==> config.mk <==
export PLATFORM = sky130hd
export DESIGN_NAME = mem_bus_router
export DESIGN_NICKNAME = d
export VERILOG_FILES = /design/src/rtl/mem_bus_router.sv
export SDC_FILE = /design/constraint.sdc
export NUM_CORES = 1
export LEC_CHECK = 0
export BUFFER_PORTS_ARGS = -buffer_cell sky130_fd_sc_hd__clkbuf_2
export CAP_MARGIN = 20
export CORE_AREA = 2 2 189 191
export DETAILED_ROUTE_END_ITERATION = 10
export DIE_AREA = 0 0 191 193
export PLACE_DENSITY_LB_ADDON = 0.2
export SYNTH_ARGS = -nofsm -noshare
export SYNTH_HDL_FRONTEND = slang
export SYNTH_SLANG_ARGS = --single-unit
==> constraint.sdc <==
create_clock -name clk -period 5.2 [get_ports clk]
set_input_delay 0.52 -clock clk [delete_from_list [all_inputs] [get_ports clk]]
set_output_delay 0.52 -clock clk [all_outputs]
set_load 0.05 [all_outputs]
==> src/rtl/mem_bus_router.sv <==
// Registered 1-to-N router for the picorv32 native memory bus with access watchdog,
// decode-error responses and a sticky error-capture register driving an interrupt.
module mem_bus_router #(
    parameter int unsigned N_PORTS   = 8,
    parameter int unsigned SEL_MSB   = 30,
    parameter int unsigned SEL_LSB   = 27,
    parameter int unsigned TIMEOUT   = 1024,
    parameter logic [31:0] ERR_RDATA = 32'hDEADBEEF
) (
    input  logic                    clk,
    input  logic                    rst,
    input  logic                    s_mem_valid,
    output logic                    s_mem_ready,
    input  logic [31:0]             s_mem_addr,
    input  logic [31:0]             s_mem_wdata,
    input  logic [3:0]              s_mem_wstrb,
    output logic [31:0]             s_mem_rdata,
    output logic [N_PORTS-1:0]      m_mem_valid,
    input  logic [N_PORTS-1:0]      m_mem_ready,
    output logic [31:0]             m_mem_addr,
    output logic [31:0]             m_mem_wdata,
    output logic [3:0]              m_mem_wstrb,
    input  logic [32*N_PORTS-1:0]   m_mem_rdata,
    input  logic                    err_clr,
    output logic                    err_valid,
    output logic [1:0]              err_cause,
    output logic [31:0]             err_addr,
    output logic                    err_ovf,
    output logic                    err_irq
);

    localparam int unsigned IDX_W = SEL_MSB - SEL_LSB + 1;
    localparam int unsigned CNT_W = (TIMEOUT > 1) ? $clog2(TIMEOUT) : 1;
    localparam logic [CNT_W-1:0] CNT_LAST = CNT_W'((TIMEOUT == 0) ? 0 : TIMEOUT - 1);

    typedef enum logic [1:0] {StIdle, StAccess, StResp} state_e;

    state_e             r_state;
    logic [N_PORTS-1:0] r_m_valid;
    logic [31:0]        r_addr;
    logic [31:0]        r_wdata;
    logic [3:0]         r_wstrb;
    logic [CNT_W-1:0]   r_cnt;
    logic [31:0]        r_rdata;
    logic               r_s_ready;
    logic               r_err_valid;
    logic [1:0]         r_err_cause;
    logic [31:0]        r_err_addr;
    logic               r_err_ovf;

    logic [IDX_W-1:0]   w_idx;
    logic               w_dec_ok;
    logic [N_PORTS-1:0] w_onehot;
    logic               w_sel_ready;
    logic [31:0]        w_sel_rdata;
    logic               w_timeout;
    logic               w_start;
    logic               w_err_dec;
    logic               w_err_to;
    logic               w_err;

    assign w_idx       = s_mem_addr[SEL_MSB:SEL_LSB];
    assign w_dec_ok    = 32'(w_idx) < N_PORTS;
    // r_m_valid is one-hot on the selected port, so it masks out unselected ready/rdata
    assign w_sel_ready = |(m_mem_ready & r_m_valid);
    assign w_timeout   = (TIMEOUT != 0) && (r_cnt == CNT_LAST);
    // The response-pulse cycle is not an accept slot: the CPU is still holding its request
    assign w_start     = (r_state == StIdle) && s_mem_valid && !r_s_ready;
    assign w_err_dec   = w_start && !w_dec_ok;
    assign w_err_to    = (r_state == StAccess) && !w_sel_ready && w_timeout;
    assign w_err       = w_err_dec || w_err_to;

    always_comb begin
        w_onehot    = '0;
        w_sel_rdata = '0;
        for (int unsigned i = 0; i < N_PORTS; i++) begin
            w_onehot[i] = (32'(w_idx) == i);
            if (r_m_valid[i]) begin
                w_sel_rdata = w_sel_rdata | m_mem_rdata[32*i +: 32];
            end
        end
    end

    always_ff @(posedge clk) begin
        if (rst) begin
            r_state     <= StIdle;
            r_m_valid   <= '0;
            r_addr      <= '0;
            r_wdata     <= '0;
            r_wstrb     <= '0;
            r_cnt       <= '0;
            r_rdata     <= '0;
            r_s_ready   <= 1'b0;
            r_err_valid <= 1'b0;
            r_err_cause <= 2'b00;
            r_err_addr  <= '0;
            r_err_ovf   <= 1'b0;
        end else begin
            r_s_ready <= 1'b0;
            case (r_state)
                StIdle: begin
                    if (w_start) begin
                        r_addr  <= s_mem_addr;
                        r_wdata <= s_mem_wdata;
                        r_wstrb <= s_mem_wstrb;
                        r_cnt   <= '0;
                        if (w_dec_ok) begin
                            r_m_valid <= w_onehot;
                            r_state   <= StAccess;
                        end else begin
                            r_rdata <= ERR_RDATA;
                            r_state <= StResp;
                        end
                    end
                end
                StAccess: begin
                    if (w_sel_ready) begin
                        r_rdata   <= w_sel_rdata;
                        r_m_valid <= '0;
                        r_state   <= StResp;
                    end else if (w_timeout) begin
                        r_rdata   <= ERR_RDATA;
                        r_m_valid <= '0;
                        r_state   <= StResp;
                    end else begin
                        r_cnt <= r_cnt + 1'b1;
                    end
                end
                StResp: begin
                    r_s_ready <= 1'b1;
                    r_state   <= StIdle;
                end
                default: r_state <= StIdle;
            endcase

            // A new error wins over a coincident clear and starts a fresh capture
            if (w_err && (err_clr || !r_err_valid)) begin
                r_err_valid <= 1'b1;
                r_err_cause <= w_err_dec ? 2'b01 : 2'b10;
                r_err_addr  <= r_addr;
                r_err_ovf   <= 1'b0;
                if (w_err_dec) begin
                    r_err_addr <= s_mem_addr;
                end
            end else if (w_err) begin
                r_err_ovf <= 1'b1;
            end else if (err_clr) begin
                r_err_valid <= 1'b0;
                r_err_cause <= 2'b00;
                r_err_addr  <= '0;
                r_err_ovf   <= 1'b0;
            end
        end
    end

    assign s_mem_ready = r_s_ready;
    assign s_mem_rdata = r_rdata;
    assign m_mem_valid = r_m_valid;
    assign m_mem_addr  = r_addr;
    assign m_mem_wdata = r_wdata;
    assign m_mem_wstrb = r_wstrb;
    assign err_valid   = r_err_valid;
    assign err_cause   = r_err_cause;
    assign err_addr    = r_err_addr;
    assign err_ovf     = r_err_ovf;
    assign err_irq     = r_err_valid;

endmodule

==> run_summary.xml <==
<?xml version="1.0" encoding="UTF-8"?>
<metrics>
  <group name="outcome">
    <metric name="status" unit="">finished, final reports clean</metric>
  </group>
  <group name="placed_design">
    <metric name="dp.final_hpwl" unit="um">27090</metric>
    <metric name="placement.setup.worst_slack" unit="ns">1.909</metric>
    <metric name="postPlaceCellArea" unit="um^2">9966</metric>
    <metric name="place.detailed.instances" unit="">1696</metric>
    <metric name="input_output_buffers" unit="">481</metric>
    <metric name="place_congestion" unit="">0.9004</metric>
  </group>
  <group name="hold_path">
    <metric name="min_path_type" unit="">in -&gt; reg</metric>
  </group>
  <group name="drt">
    <metric name="detailedRoute.firstIterationViolations" unit="">378</metric>
    <metric name="first_pass_iters" unit="">4</metric>
    <metric name="route.detailed.wl_per_inst" unit="um">21.57</metric>
    <metric name="post-route-drc-count" unit="">0</metric>
    <metric name="routed_wirelength" unit="um">37340</metric>
    <metric name="vias_per_cell" unit="">4.842</metric>
    <metric name="antenna_left" unit="">0</metric>
    <metric name="vias" unit="">8382</metric>
  </group>
  <group name="floorplanning">
    <metric name="fp-row-count" unit="">69</metric>
    <metric name="core_region_area" unit="um^2">34960</metric>
    <metric name="die_height" unit="um">193</metric>
    <metric name="io_pins" unit="">482</metric>
    <metric name="dieWidth" unit="um">191</metric>
    <metric name="floorplan.initialDensity" unit="">0.2059</metric>
    <metric name="fp.dieArea" unit="um^2">36860</metric>
  </group>
  <group name="power">
    <metric name="irDropWorstVdd" unit="V">0.0002479</metric>
    <metric name="p_leak" unit="nW">4.612</metric>
    <metric name="p_per_area" unit="nW/um^2">307.0</metric>
  </group>
  <group name="critical_path">
    <metric name="critPathMostFrequentCell" unit="">buf_4</metric>
    <metric name="critPathMaxStageDelay" unit="ns">0.57</metric>
    <metric name="critPathRequiredTime" unit="ns">5.53</metric>
    <metric name="critical_path_peak_fanout" unit="">35</metric>
    <metric name="path_cells" unit="">a22oi_1 -&gt; nand2_1 -&gt; o21ai_4 -&gt; buf_4 -&gt; nand3_1 -&gt; buf_4 -&gt; o221a_2</metric>
    <metric name="cp-start-kind" unit="">flip-flop</metric>
    <metric name="critical_path_end_type" unit="">flip-flop</metric>
    <metric name="worstPathBufferInverterCount" unit="">2</metric>
    <metric name="cpMaxStageDelayCell" unit="">dfxtp_2</metric>
    <metric name="timing_worst_setup_path_type" unit="">reg -&gt; reg</metric>
    <metric name="worst-endpoint-arrival" unit="ns">3.52</metric>
    <metric name="cp_top_family" unit="">compound AO/OA/AOI/OAI gates</metric>
  </group>
  <group name="cts">
    <metric name="clock_latency" unit="ns">0.45</metric>
    <metric name="clkSinkCount" unit="">157</metric>
    <metric name="cts_tree" unit="">done</metric>
    <metric name="cts_htree_levels" unit="">4</metric>
    <metric name="cts.hold.buffers_added" unit="">0</metric>
    <metric name="clock_transition_time_at_the_flip_flop_clock_pins_of_the_worst_setup_and_hold_paths" unit="ns">0.08</metric>
    <metric name="numCtsBuffers" unit="">17</metric>
    <metric name="buffer_cell_driving_the_clock_tree_root" unit="">clkbuf_16</metric>
    <metric name="cts_resized" unit="">0</metric>
    <metric name="clock_path_buffers" unit="">2</metric>
    <metric name="cts.repair_timing.setup_buffer_count" unit="">0</metric>
  </group>
  <group name="sta">
    <metric name="totalNegativeSetupSlack" unit="ns">0</metric>
    <metric name="drv_slew" unit="">0</metric>
    <metric name="setup_violations" unit="">0</metric>
    <metric name="min_period" unit="ns">3.188</metric>
    <metric name="post-route-period-util" unit="">0.6132</metric>
    <metric name="setup_skew_after_layout" unit="ns">0.01630</metric>
    <metric name="report.final.hold_viol_count" unit="">0</metric>
    <metric name="rsz0062_at_grt" unit="">no</metric>
    <metric name="fmax" unit="MHz">313.6</metric>
    <metric name="worst-slew-pin-transition" unit="ns">1.036</metric>
    <metric name="layout_setup_ws" unit="ns">2.012</metric>
    <metric name="worst_slew_margin_rel" unit="">0.2999</metric>
  </group>
  <group name="grt">
    <metric name="grt_antenna_before_repair" unit="">5</metric>
    <metric name="grt_usage" unit="">0.1900</metric>
    <metric name="globalRoute.totalOverflow" unit="">0</metric>
    <metric name="grt_max_degree" unit="">74</metric>
    <metric name="via_count_of_the_first_global_routing_pass" unit="">7960</metric>
    <metric name="grt_first_pass_wirelength" unit="um">51490</metric>
  </group>
  <group name="synthesis">
    <metric name="async_flop_share" unit="">0</metric>
    <metric name="number_of_flops_mapped_to_enable_cells_by_yosys" unit="">0</metric>
    <metric name="synth_seq_cells" unit="">157</metric>
    <metric name="syn-cell-area" unit="um^2">7201</metric>
    <metric name="synthesis.area_per_instance" unit="um^2">8.760</metric>
    <metric name="syn_inst" unit="">822</metric>
    <metric name="synth_cell_type_count" unit="">43</metric>
    <metric name="postSynthNetCount" unit="">1159</metric>
    <metric name="yosys_warnings" unit="">0</metric>
    <metric name="synth_flop_cell" unit="">dfxtp_1</metric>
    <metric name="synth_sequential_area_ratio" unit="">0.4365</metric>
  </group>
  <group name="finish">
    <metric name="layout-drive-gt1-share" unit="">0.4456</metric>
    <metric name="layout.nets" unit="">1592</metric>
    <metric name="fin_util" unit="">0.3025</metric>
    <metric name="design_area" unit="um^2">10580</metric>
    <metric name="final_cell_count_no_fill" unit="">1731</metric>
    <metric name="most_used_cells_in_the_layout_excluding_fill_and_tap_cells" unit="">clkbuf_2, dfxtp_1, nand2_1, a22oi_1, a21oi_1</metric>
    <metric name="area_growth_syn_to_layout" unit="%">46.90</metric>
    <metric name="multi_input_comb_area" unit="um^2">3736</metric>
    <metric name="commonest_non_fill_non_tap_cell_in_the_layout" unit="">clkbuf_2</metric>
    <metric name="register_area" unit="um^2">3153</metric>
    <metric name="layout.filler_cells" unit="">3845</metric>
  </group>
  <group name="run">
    <metric name="cap_viol_max_count" unit="">0</metric>
  </group>
</metrics>
## state kept, by name, indices dropped and copies added (netlist names)
register / flops
err_addr: 32
err_cause: 2
err_irq: 1
err_ovf: 1
m_mem_addr: 32
m_mem_valid: 8
m_mem_wdata: 32
m_mem_wstrb: 4
r_cnt: 10
r_state: 2
s_mem_rdata: 32
s_mem_ready: 1
## kinds of logic after synthesis
logic type,after synthesis,synth area share
buf+inv,81,0.04639
flops,157,0.4365
mux,28,0.03892
compound gates,315,0.3190
simple gates,240,0.1574
fa+ha+maj,1,0.001737
## final cells by class
class                   count  area share
well taps                 461     0.05453
flip-flops and latches    157      0.2981
inverters                   2   0.0007097
clock buffers              17     0.04022
diodes                      2   0.0004732
repair buffers            493      0.2382
multi-input cells         584      0.3532
clock inverters            15     0.01455
## metal layers
| metal | vias up | wire (um) | global-route usage |
|---|---|---|---|
| met4 | 6 | 653 | 0.05128 |
| met5 | - | 41 | 0 |
| met2 | 386 | 18290 | 0.3305 |
| li1 | 4006 | - | - |
| met1 | 3946 | 15200 | 0.2268 |
| met3 | 38 | 3157 | 0.05774 |
## report_power, final
| group | switching [mW] | total (mW) | internal, mW |
|---|---|---|---|
| clock network | 0.596 | 1.27 | 0.677 |
| logic | 0.451 | 0.661 | 0.211 |
| registers | 0.0464 | 1.31 | 1.27 |
| total | 1.09 | 3.25 | 2.15 |
## final timing paths
kind | from | to | slack (ns) | depth (start not counted)
max | m_mem_valid[1] | s_mem_rdata[13] | 2.01 | 7
min | s_mem_addr[3] | m_mem_addr[3] | 0.30 | 3
max reg2reg | m_mem_valid[1] | s_mem_rdata[13] | 2.01 | 7
min reg2reg | m_mem_wdata[21] | m_mem_wdata[21] | 0.46 | 2
## metrics by stage
| step | total power [mW] | hold WS (ns) |
|---|---|---|
| floorplan | 1.727 | 0.4476 |
| global placement | 2.000 | 0.4418 |
| detailed placement | 2.003 | 0.4473 |
| CTS | 3.302 | 0.2687 |
| global route | 3.391 | 0.2830 |
| finish | 3.247 | 0.2979 |
## Yosys cell counts (2+ instances only)
| cell type | n | area share |
|---|---|---|
| buf_2 | 15 | 0.010 |
| mux2i_1 | 28 | 0.039 |
| and3_1 | 3 | 0.0026 |
| nand2_1 | 147 | 0.077 |
| a41o_1 | 9 | 0.013 |
| nor2_1 | 13 | 0.0068 |
| nor4b_1 | 2 | 0.0024 |
| nand2b_1 | 2 | 0.0017 |
| o21ai_0 | 8 | 0.0056 |
| nor4_1 | 2 | 0.0017 |
| a31oi_1 | 2 | 0.0017 |
| a22oi_1 | 132 | 0.14 |
| and2_1 | 5 | 0.0043 |
| or3_1 | 6 | 0.0052 |
| nand3_1 | 10 | 0.0070 |
| dfxtp_1 | 157 | 0.44 |
| a32o_1 | 4 | 0.0056 |
| nor2b_1 | 3 | 0.0026 |
| o221a_2 | 24 | 0.038 |
| buf_1 | 4 | 0.0021 |
| nand4_1 | 38 | 0.033 |
| inv_1 | 2 | 0.0010 |
| o21ai_2 | 3 | 0.0036 |
| a21oi_1 | 93 | 0.065 |
| a221o_1 | 4 | 0.0056 |
| clkbuf_1 | 58 | 0.030 |
| o2bb2ai_1 | 28 | 0.034 |
| nor3_1 | 2 | 0.0014 |
| a22o_1 | 4 | 0.0049 |
## worst register-to-register path, cell delays in order (launching register included)
cell,delay (ns)
dfxtp_2,0.57
a22oi_1,0.54
nand2_1,0.29
o21ai_4,0.53
buf_4,0.42
nand3_1,0.13
buf_4,0.28
o221a_2,0.32
Power figures use the tool's default switching activity.
